[config.mk]
export PLATFORM = sky130hd
export DESIGN_NAME = axis_stream_checker_fifo
export DESIGN_NICKNAME = d
export VERILOG_FILES = /design/src/rtl/axis_stream_checker.sv
export SDC_FILE = /design/constraint.sdc
export NUM_CORES = 1
export LEC_CHECK = 0
export ABC_AREA = 1
export BUFFER_PORTS_ARGS = -buffer_cell sky130_fd_sc_hd__buf_4
export CORE_AREA = 2 2 212 214
export CTS_CLUSTER_SIZE = 14
export DETAILED_ROUTE_END_ITERATION = 8
export DIE_AREA = 0 0 214 216
export HOLD_SLACK_MARGIN = 0.02
export PLACE_DENSITY_LB_ADDON = 0.25
export REMOVE_ABC_BUFFERS = 1
export SYNTH_ARGS = -nofsm -noshare
export SYNTH_HDL_FRONTEND = slang
export SYNTH_SLANG_ARGS = --single-unit
[constraint.sdc]
create_clock -name clk -period 21.7 [get_ports clk]
set_input_delay 1.085 -clock clk [delete_from_list [all_inputs] [get_ports clk]]
set_output_delay 1.085 -clock clk [all_outputs]
set_load 0.005 [all_outputs]
[src/rtl/axis_stream_checker.sv]
// Stream scoreboard: buffers a DUT stream and an expected stream in per-side FIFOs and compares them beat by beat.
// Optional first-mismatch capture ports are enabled with `define AXIS_CHECKER_FIRST_ERR_EN.

module axis_stream_checker_fifo #(
    parameter int unsigned W     = 128,
    parameter int unsigned DEPTH = 4
) (
    input  logic           clk,
    input  logic           rstn,
    input  logic [W-1:0]   data_i,
    input  logic [W/8-1:0] keep_i,
    input  logic           last_i,
    input  logic           valid_i,
    output logic           ready_o,
    input  logic           pop_i,
    output logic [W-1:0]   data_o,
    output logic [W/8-1:0] keep_o,
    output logic           last_o,
    output logic           empty_o
);
    localparam int unsigned AW = $clog2(DEPTH);

    logic [W-1:0]   data_mem [DEPTH];
    logic [W/8-1:0] keep_mem [DEPTH];
    logic [DEPTH-1:0] last_mem;

    logic [AW:0] wr_q, wr_d, rd_q, rd_d, used_d;
    logic        ready_q;
    logic        push;

    assign push   = valid_i & ready_q;
    assign wr_d   = wr_q + (AW+1)'(push);
    assign rd_d   = rd_q + (AW+1)'(pop_i);
    assign used_d = wr_d - rd_d;

    // ready is registered from the post-update occupancy, so it is exactly !full.
    always_ff @(posedge clk or negedge rstn) begin
        if (!rstn) begin
            wr_q    <= '0;
            rd_q    <= '0;
            ready_q <= 1'b0;
        end else begin
            wr_q    <= wr_d;
            rd_q    <= rd_d;
            ready_q <= (used_d != (AW+1)'(DEPTH));
        end
    end

    always_ff @(posedge clk) begin
        if (push) begin
            data_mem[wr_q[AW-1:0]] <= data_i;
            keep_mem[wr_q[AW-1:0]] <= keep_i;
            last_mem[wr_q[AW-1:0]] <= last_i;
        end
    end

    assign ready_o = ready_q;
    assign empty_o = (wr_q == rd_q);
    assign data_o  = data_mem[rd_q[AW-1:0]];
    assign keep_o  = keep_mem[rd_q[AW-1:0]];
    assign last_o  = last_mem[rd_q[AW-1:0]];
endmodule


Word level (Yosys, flattened, before mapping)
Memory sizes are Yosys's and may differ from the RTL's.
Cells that the tools add are included.
{ "word_totals": {"inputBits": 149, "reg_bits": 11, "memories": 2, "ram_bits": 576, "word_cells": 23} }
{ "op_classes": {"n_reduce_logical": 1, "bitwise_logic": 1, "n_eq_ne": 2, "n_addsub": 3, "mux": 7, "magnitude_cmp": 3} }
{ "memory_table": {"columns": ["name", "words", "width", "rd", "rd_clocked_by_memory_dff", "write_ports", "line", "source"], "rows": [
  ["data_mem", 4, 128, 1, 0, 1, "23", "logic [W-1:0] data_mem [DEPTH];"],
  ["keep_mem", 4, 16, 1, 0, 1, "24", "logic [W/8-1:0] keep_mem [DEPTH];"]
]} }
{ "ops": {"columns": ["cell", "n"], "rows": [
  ["$add 3x1->3", 2],
  ["$lt 2x3->1 const B", 2],
  ["$bwmux 4", 1],
  ["$mux 1", 4],
  ["$eq 3x3->1", 1],
  ["$ne 3x3->1 const B", 1],
  ["$sub 3x3->3", 1],
  ["$bmux 1 s2", 1],
  ["$demux 1 s2", 1],
  ["$ge 2x1->1 const B", 1],
  ["$and 1x1->1", 1],
  ["$logic_and 1x1->1", 1]
]} }

Logic depth before layout (Yosys ltp)
Gate-level depths: netlist of the first run.
{ "depth": {"word_depth": 5, "ltp_mapped": 11, "depth_no_buf": 11} }

Worst setup path after synthesis of the first run
Ideal clock, no wire load.
{ "synth_path": {"path_kind": "input -> register", "startpoint": "input valid_i", "endpoint": "memory data_mem[1][0], enable pin", "cell_stages": 2, "t_required_ps": 20872, "arrival_ps": 10967, "path_slack_ps": 9905, "n_path_buf": 0, "setup_time_ps": 828, "path_cell_list": "nand2_1 nor3_1"} }
{ "synth_between": {"elab_chain_cells": 3} }
{ "synth_lines": {"columns": ["element", "line", "source"], "rows": [
  ["start, declared", "13", "input logic valid_i,"],
  ["$and 1x1->1", "31", "assign push = valid_i & ready_q;"],
  ["$mux 1", "50", "if (push) begin"],
  ["$mux 1 (not written as such)", "51", "data_mem[wr_q[AW-1:0]] <= data_i;"],
  ["end, declared", "23", null]
]} }
Every way passes these cells.

Worst setup path after layout of the first run
{ "layout_path": {"startpoint": "register rd_q[0]", "endpoint": "output data_o[23]"} }
{ "layout_between": {"elab_chain_cells": 1} }
{ "layout_lines": {"columns": ["element", "line", "source"], "rows": [
  ["start, declared", "27", "logic [AW:0] wr_q, wr_d, rd_q, rd_d, used_d;"],
  ["start signal, assigned", "44", "rd_q <= rd_d;"],
  ["$mem_v2 4x128", null, null],
  ["end, declared", "16", "output logic [W-1:0] data_o,"]
]} }
Every way passes these cells.

==> impl_metrics.ini, run 1 <==
[outcome]
status = finished clean

[power_and_ir_drop]
power.leakage_nw = 9.02
p_clk_frac = 0.253
power.total_mw = 3.71
pwr_density_cell_nw_per_um2 = 141
comb_power_share = 0.327
ir_drop_mv = 0.0857
switching_power_mw = 1.21
p_int_mw = 2.50
seqPwrFrac = 0.420
p_sw_frac = 0.326

[yosys]
ys_seq_elements = 587
netlist_instances = 1456
synth_cell_types = 17
yosysWarnings = 0
ys_seq_area_frac = 0.808
netlist_area_um2 = 21800
postSynthAreaPerCell_um2 = 15.0

[grt]
grt_max_degree = 177
gr-usage-all-layers = 0.205
grt_pass1_wl_um = 73100
antenna_found_initial = 1
grt_pass1_vias = 12900
grt_overflow = 0

[timing]
drv_slew = 0
worst_pin_slew_ns = 1.17
maxSlewHeadroom = 0.219
hold_viol = 0
setup_viol = 0
setup_tns_ns = 0
rsz0062_at_grt = false
period_share = 0.233
layout_min_cycle_time_ns = 5.05
skew_ns = 0.0169
max_freq_mhz = 198

[worst_setup_path]
critical_path_class = register to primary output
cp_data_arrival_time_ns = 3.96
r2r_slack_ns = 18.48
crit_path_end_kind = primary output
startpoint_type = register
path_max_fanout = 176
worstPathRequired_ns = 20.61
reg2reg_depth = 9

[placed_design]
hpwl_um = 26100
place.gp.congestion = 0.769
portBuffers = 295
placed_cells = 2268

[layout]
final_cell_mix = edfxtp_1, buf_4, nor2_1, o21ai_0, o22ai_1
nets = 1891
n_fill_cell = 3334
areaGrowthSynthToFinish_pct = 20.4
layout_commonest_cell = edfxtp_1
drive_gt1_frac = 0.222
n_antenna_cell = 0
final_cell_count_no_fill = 2374

[die]
core_area_um2 = 43800
die_w_um = 214
die-area_um2 = 46200
initial_utilization = 0.497
rows = 77
io-pin-count = 296
die_h_um = 216

[clock_network]
cts.sinks = 587
cts_resized = 0
clkTransAtPathRegs_ns = 0.06
cts_max_level = 2
clk_latency_ns = 0.60
clockBufferDepth = 3
cts_setup_buffers = 0
cts_tree = built
clockRootBuffer = clkbuf_16
cts_made_buffers = 58
cts_hold_buffers = 0

[flow_run]
drv_cap = 0

[drt]
drt_iter0_drc = 1029
routed_wl_um = 47900
ant_nets = 0
via_per_inst = 5.48
dr.pass1.iters = 4
post_drt_wl_per_cell_um = 20.2
route.detailed.drc = 0
vias = 13000

[min_path]
hold_class = input port to async pin
power by group through the flow:
| stage | sequential (mW) | combinational [mW] | clock [mW] |
|---|---|---|---|
| after detailed placement | 1.58 | 1.23 | 0 |
| after global routing | 1.58 | 1.34 | 1.00 |
| final | 1.56 | 1.21 | 0.936 |
| after global placement | 1.58 | 1.21 | 0 |
| after CTS | 1.56 | 1.24 | 0.957 |
| after floorplan | 1.68 | 0.568 | 0 |
cell type report:
type	count	area, µm²	area share
Timing Repair Buffer	315	2360	0.0902
Inverter	14	65.1	0.00248
Clock buffer	70	1520	0.0579
Sequential cell	587	17600	0.671
Clock inverter	36	262	0.00997
Tap cell	592	741	0.0282
Multi-Input combinational cell	760	3680	0.140
path summary, 6_finish.rpt:
check | startpoint | endpoint
worst max register to register | rd_q[0]$_DFF_PN0_ | ready_o$_DFF_PN0_
min in group clk | wr_q[2]$_DFF_PN0_ | wr_q[2]$_DFF_PN0_
worst max-delay path | rd_q[0]$_DFF_PN0_ | data_o[23]
worst min-delay path | rstn | rd_q[2]$_DFF_PN0_
max in group asynchronous | rstn | rd_q[1]$_DFF_PN0_
worst min register to register | wr_q[2]$_DFF_PN0_ | wr_q[2]$_DFF_PN0_
Yosys cell counts, drive strengths merged:
cell,instances,area (µm²)
a21oi,1,5.00
buf,24,206
clkbuf,71,267
dfrtp,7,175
edfxtp,580,17400
ha,6,75.1
inv,14,52.6
nand2,18,67.6
nand3,2,10.0
nor2,290,1090
nor3,5,25.0
o21ai,290,1450
o22ai,145,907
xor2,3,26.3
worst max-delay path, cell delays in order (launching register included):
cell and delay [ns]:
dfrtp_4 0.74, inv_8 0.73, buf_4 0.96, o21ai_0 0.24, o22ai_1 0.27, buf_4 0.17
metrics by stage:
step	setup WS (ns)	area [µm²]	hold slack, ns	utilization
after floorplan	9.91	21300	0.520	-
after global placement	17.43	24400	0.539	0.558
after detailed placement	17.40	24400	0.566	0.558
after CTS	16.65	26200	0.256	0.598
after global routing	16.40	26200	0.267	0.598
final	16.65	26200	0.290	0.598
state kept, by name, indices dropped and copies added, names as in the netlist:
register	flops
rd_q	3
keep_mem	64
data_mem	512
ready_o	1
last_mem	4
wr_q	3
kinds of logic (layout without fill, tap and decap cells):
logic type | after synthesis | count (layout) | synth area share
flops | 587 | 587 | 0.808
compound gates | 436 | 436 | 0.109
simple gates | 315 | 315 | 0.0547
buf+inv | 109 | 435 | 0.0241
fa+ha+maj | 6 | 6 | 0.00345
xor+xnor | 3 | 3 | 0.00121
routing by layer:
metal / track usage / vias to the layer above / wire, µm
met3: 0.0537 / 84 / 3290
met5: 0 / - / 13
met1: 0.269 / 6473 / 20600
met4: 0.0648 / 2 / 1070
li1: - / 6067 / -
met2: 0.335 / 375 / 22900
Note: power is estimated with default switching activity, not from simulation.
==> run 2, diff against run 1 <==
Settings changed: ABC_AREA 1 to 0, CORE_AREA 2 2 212 214 to 2 2 210 212, DIE_AREA 0 0 214 216 to 0 0 212 214.
Clock period 21.7 ns to 4.25 ns, I/O delays scaled along.
==> run 2 against run 1 <==
  * Total power increased to 4.8 times the previous value
  * Cell area increased by 4.9%
  * Clock power increased to 5.0 times the previous value
  * Sequential cell count unchanged
  * Setup slack got worse by 15 ns
  * Clock skew decreased by 0.0061 ns
  * Critical path type unchanged
  * Critical endpoint is now data_o[3]
  * Largest cell class unchanged
==> impl_metrics.ini, run 2 <==
[placed_design]
placed_cells = 1654
place.gp.congestion = 0.738
hpwl_um = 23400
portBuffers = 295

[min_path]
hold_class = input port to register

[yosys]
postSynthAreaPerCell_um2 = 27.0
synthArstFlopShare = 0.0119
synthMuxAreaShare = 0.154
netlist_instances = 787
yosysMostFrequentCell = edfxtp_1
synth_commonest_cells = edfxtp_1, mux4_2, buf_2
synth_top_area_share = 0.819
synth_area_leaders = edfxtp_1, mux4_2, dfrtp_1
synth_xor_area_frac = 0.00312
synth_edf_count = 580
yosys.area_share.adder = 0.00353
synth_cell_types = 17
netlist_area_um2 = 21300
ys_seq_area_frac = 0.827
synth-compound-area-share = 0
synth_ff_type = edfxtp_1
synthSimpleGateAreaFrac = 0.00218
yosys.area.top_type = edfxtp_1
yosysWarnings = 0
synth_top_family_by_area = multiplexers
ys_seq_elements = 587

[timing]
layout_min_cycle_time_ns = 3.02
rsz0062_at_grt = false
period_share = 0.710
drv_slew = 0
setup_viol = 0
max_freq_mhz = 331
skew_ns = 0.0107
maxSlewHeadroom = 0.334
hold_viol = 0
hold_ws_ns = 0.131
worst_pin_slew_ns = 0.999

[clock_network]
clockRootBuffer = clkbuf_16
cts_max_level = 2
clkTransAtPathRegs_ns = 0.05
clockBufferDepth = 3
cts_setup_buffers = 0
cts_tree = built
cts_made_buffers = 58
cts.sinks = 587
clk_latency_ns = 0.59

[worst_setup_path]
path_max_fanout = 44
worstPathRequired_ns = 4.04
critical_path_class = register to primary output
crit_path_end_kind = primary output
cp_data_arrival_time_ns = 2.81
startpoint_type = register

[flow_run]
drv_cap = 0

[grt]
grt_pass1_vias = 11100
grt_pass1_wl_um = 64500
grt_overflow = 0
grt_max_degree = 96
gr-usage-all-layers = 0.189
antenna_found_initial = 4

[drt]
ant_nets = 0
post_drt_wl_per_cell_um = 21.9
drt_iter0_drc = 635
routed_wl_um = 41800
vias = 10000
dr.pass1.iters = 4
via_per_inst = 5.25
route.detailed.drc = 0

[power_and_ir_drop]
ir_drop_mv = 0.419
power.leakage_nw = 9.46
pwr_density_cell_nw_per_um2 = 653
power.total_mw = 18.0

[layout]
drive_gt1_frac = 0.407
final_cell_count_no_fill = 1909
final_cell_mix = edfxtp_1, buf_4, dlygate4sd3_1
n_fill_cell = 2845
multi_input_area_um2 = 3470
nets = 1432
seq_area_um2 = 17600
areaGrowthSynthToFinish_pct = 29.3
largest_reg_flops = 512
layout_commonest_cell = edfxtp_1

[die]
die-area_um2 = 45400
initial_utilization = 0.496
die_h_um = 214
die_w_um = 212
rows = 76
io-pin-count = 296
core_area_um2 = 42900

[outcome]
status = finished clean
[run 2: cell types whose count changed after synthesis, moves of 7 or more]
cell,before,now
buf_4,2,11
mux4_2,0,145
o21ai_0,290,0
nor2_1,290,0
inv_1,12,3
buf_6,13,4
buf_2,9,16
nand2_1,18,1
clkbuf_1,71,1
o22ai_1,145,0
[run 2: cell type report]
cell class / count / area share
Sequential cell: 587 / 0.640
Clock buffer: 74 / 0.0573
Inverter: 3 / 0.000409
Multi-Input combinational cell: 165 / 0.126
Antenna cell: 3 / 0.000273
Timing Repair Buffer: 462 / 0.143
Clock inverter: 30 / 0.00655
Tap cell: 585 / 0.0266
[run 2: logic make-up after synthesis]
| kind of cell | Yosys count |
|---|---|
| flops | 587 |
| mux | 145 |
| buf+inv | 35 |
| simple gates | 8 |
| xor+xnor | 6 |
| fa+ha+maj | 6 |
[run 2: final timing paths]
kind | from | end | slack, ns | cells after the start
worst min register to register | rd_q[2]$_DFF_PN0_ | rd_q[2]$_DFF_PN0_ | 0.52 | 1
min in group asynchronous | rstn | wr_q[1]$_DFF_PN0_ | 0.63 | 3
worst max-delay path | rd_q[0]$_DFF_PN0_ | data_o[3] | 1.23 | 3
max in group asynchronous | rstn | rd_q[1]$_DFF_PN0_ | 3.35 | 3
worst max register to register | rd_q[0]$_DFF_PN0_ | ready_o$_DFF_PN0_ | 1.97 | 5
worst min-delay path | valid_i | wr_q[0]$_DFF_PN0_ | 0.13 | 4
[run 2: through the flow]
stage / area (µm²) / utilization / setup WS, ns / setup TNS [ns]
floorplan: 21100 / - / -7.56 / -3541.64
CTS: 27500 / 0.641 / 1.06 / 0
finish: 27500 / 0.641 / 1.23 / 0
detailed placement: 24300 / 0.566 / 1.72 / 0
global placement: 24300 / 0.566 / 1.75 / 0
global route: 27500 / 0.641 / 0.998 / 0
[run 2: report_power, final]
part           switching [mW]  leakage [nW]  internal [mW]
clock                    2.00         0.861           2.71
sequential              0.459          5.39           7.56
combinational            2.34          3.21           2.89
[run 2: what timing repair did]
item / CTS / global route
gates resized for setup: 0 / 0
endpoints found under the hold margin: 589 / 0
hold buffers: 148 / 0
[run 2: critical path: stages (launching register included)]
cell and delay, ns:
dfrtp_4 1.03, buf_12 0.37, mux4_2 0.57, buf_4 0.16
[run 2: metal layers]
layer	share of wire	wire, µm	track usage
met4	0.021	877	0.0561
met3	0.080	3340	0.0573
met2	0.49	20400	0.302
met5	0.00031	13	0
met1	0.41	17200	0.254
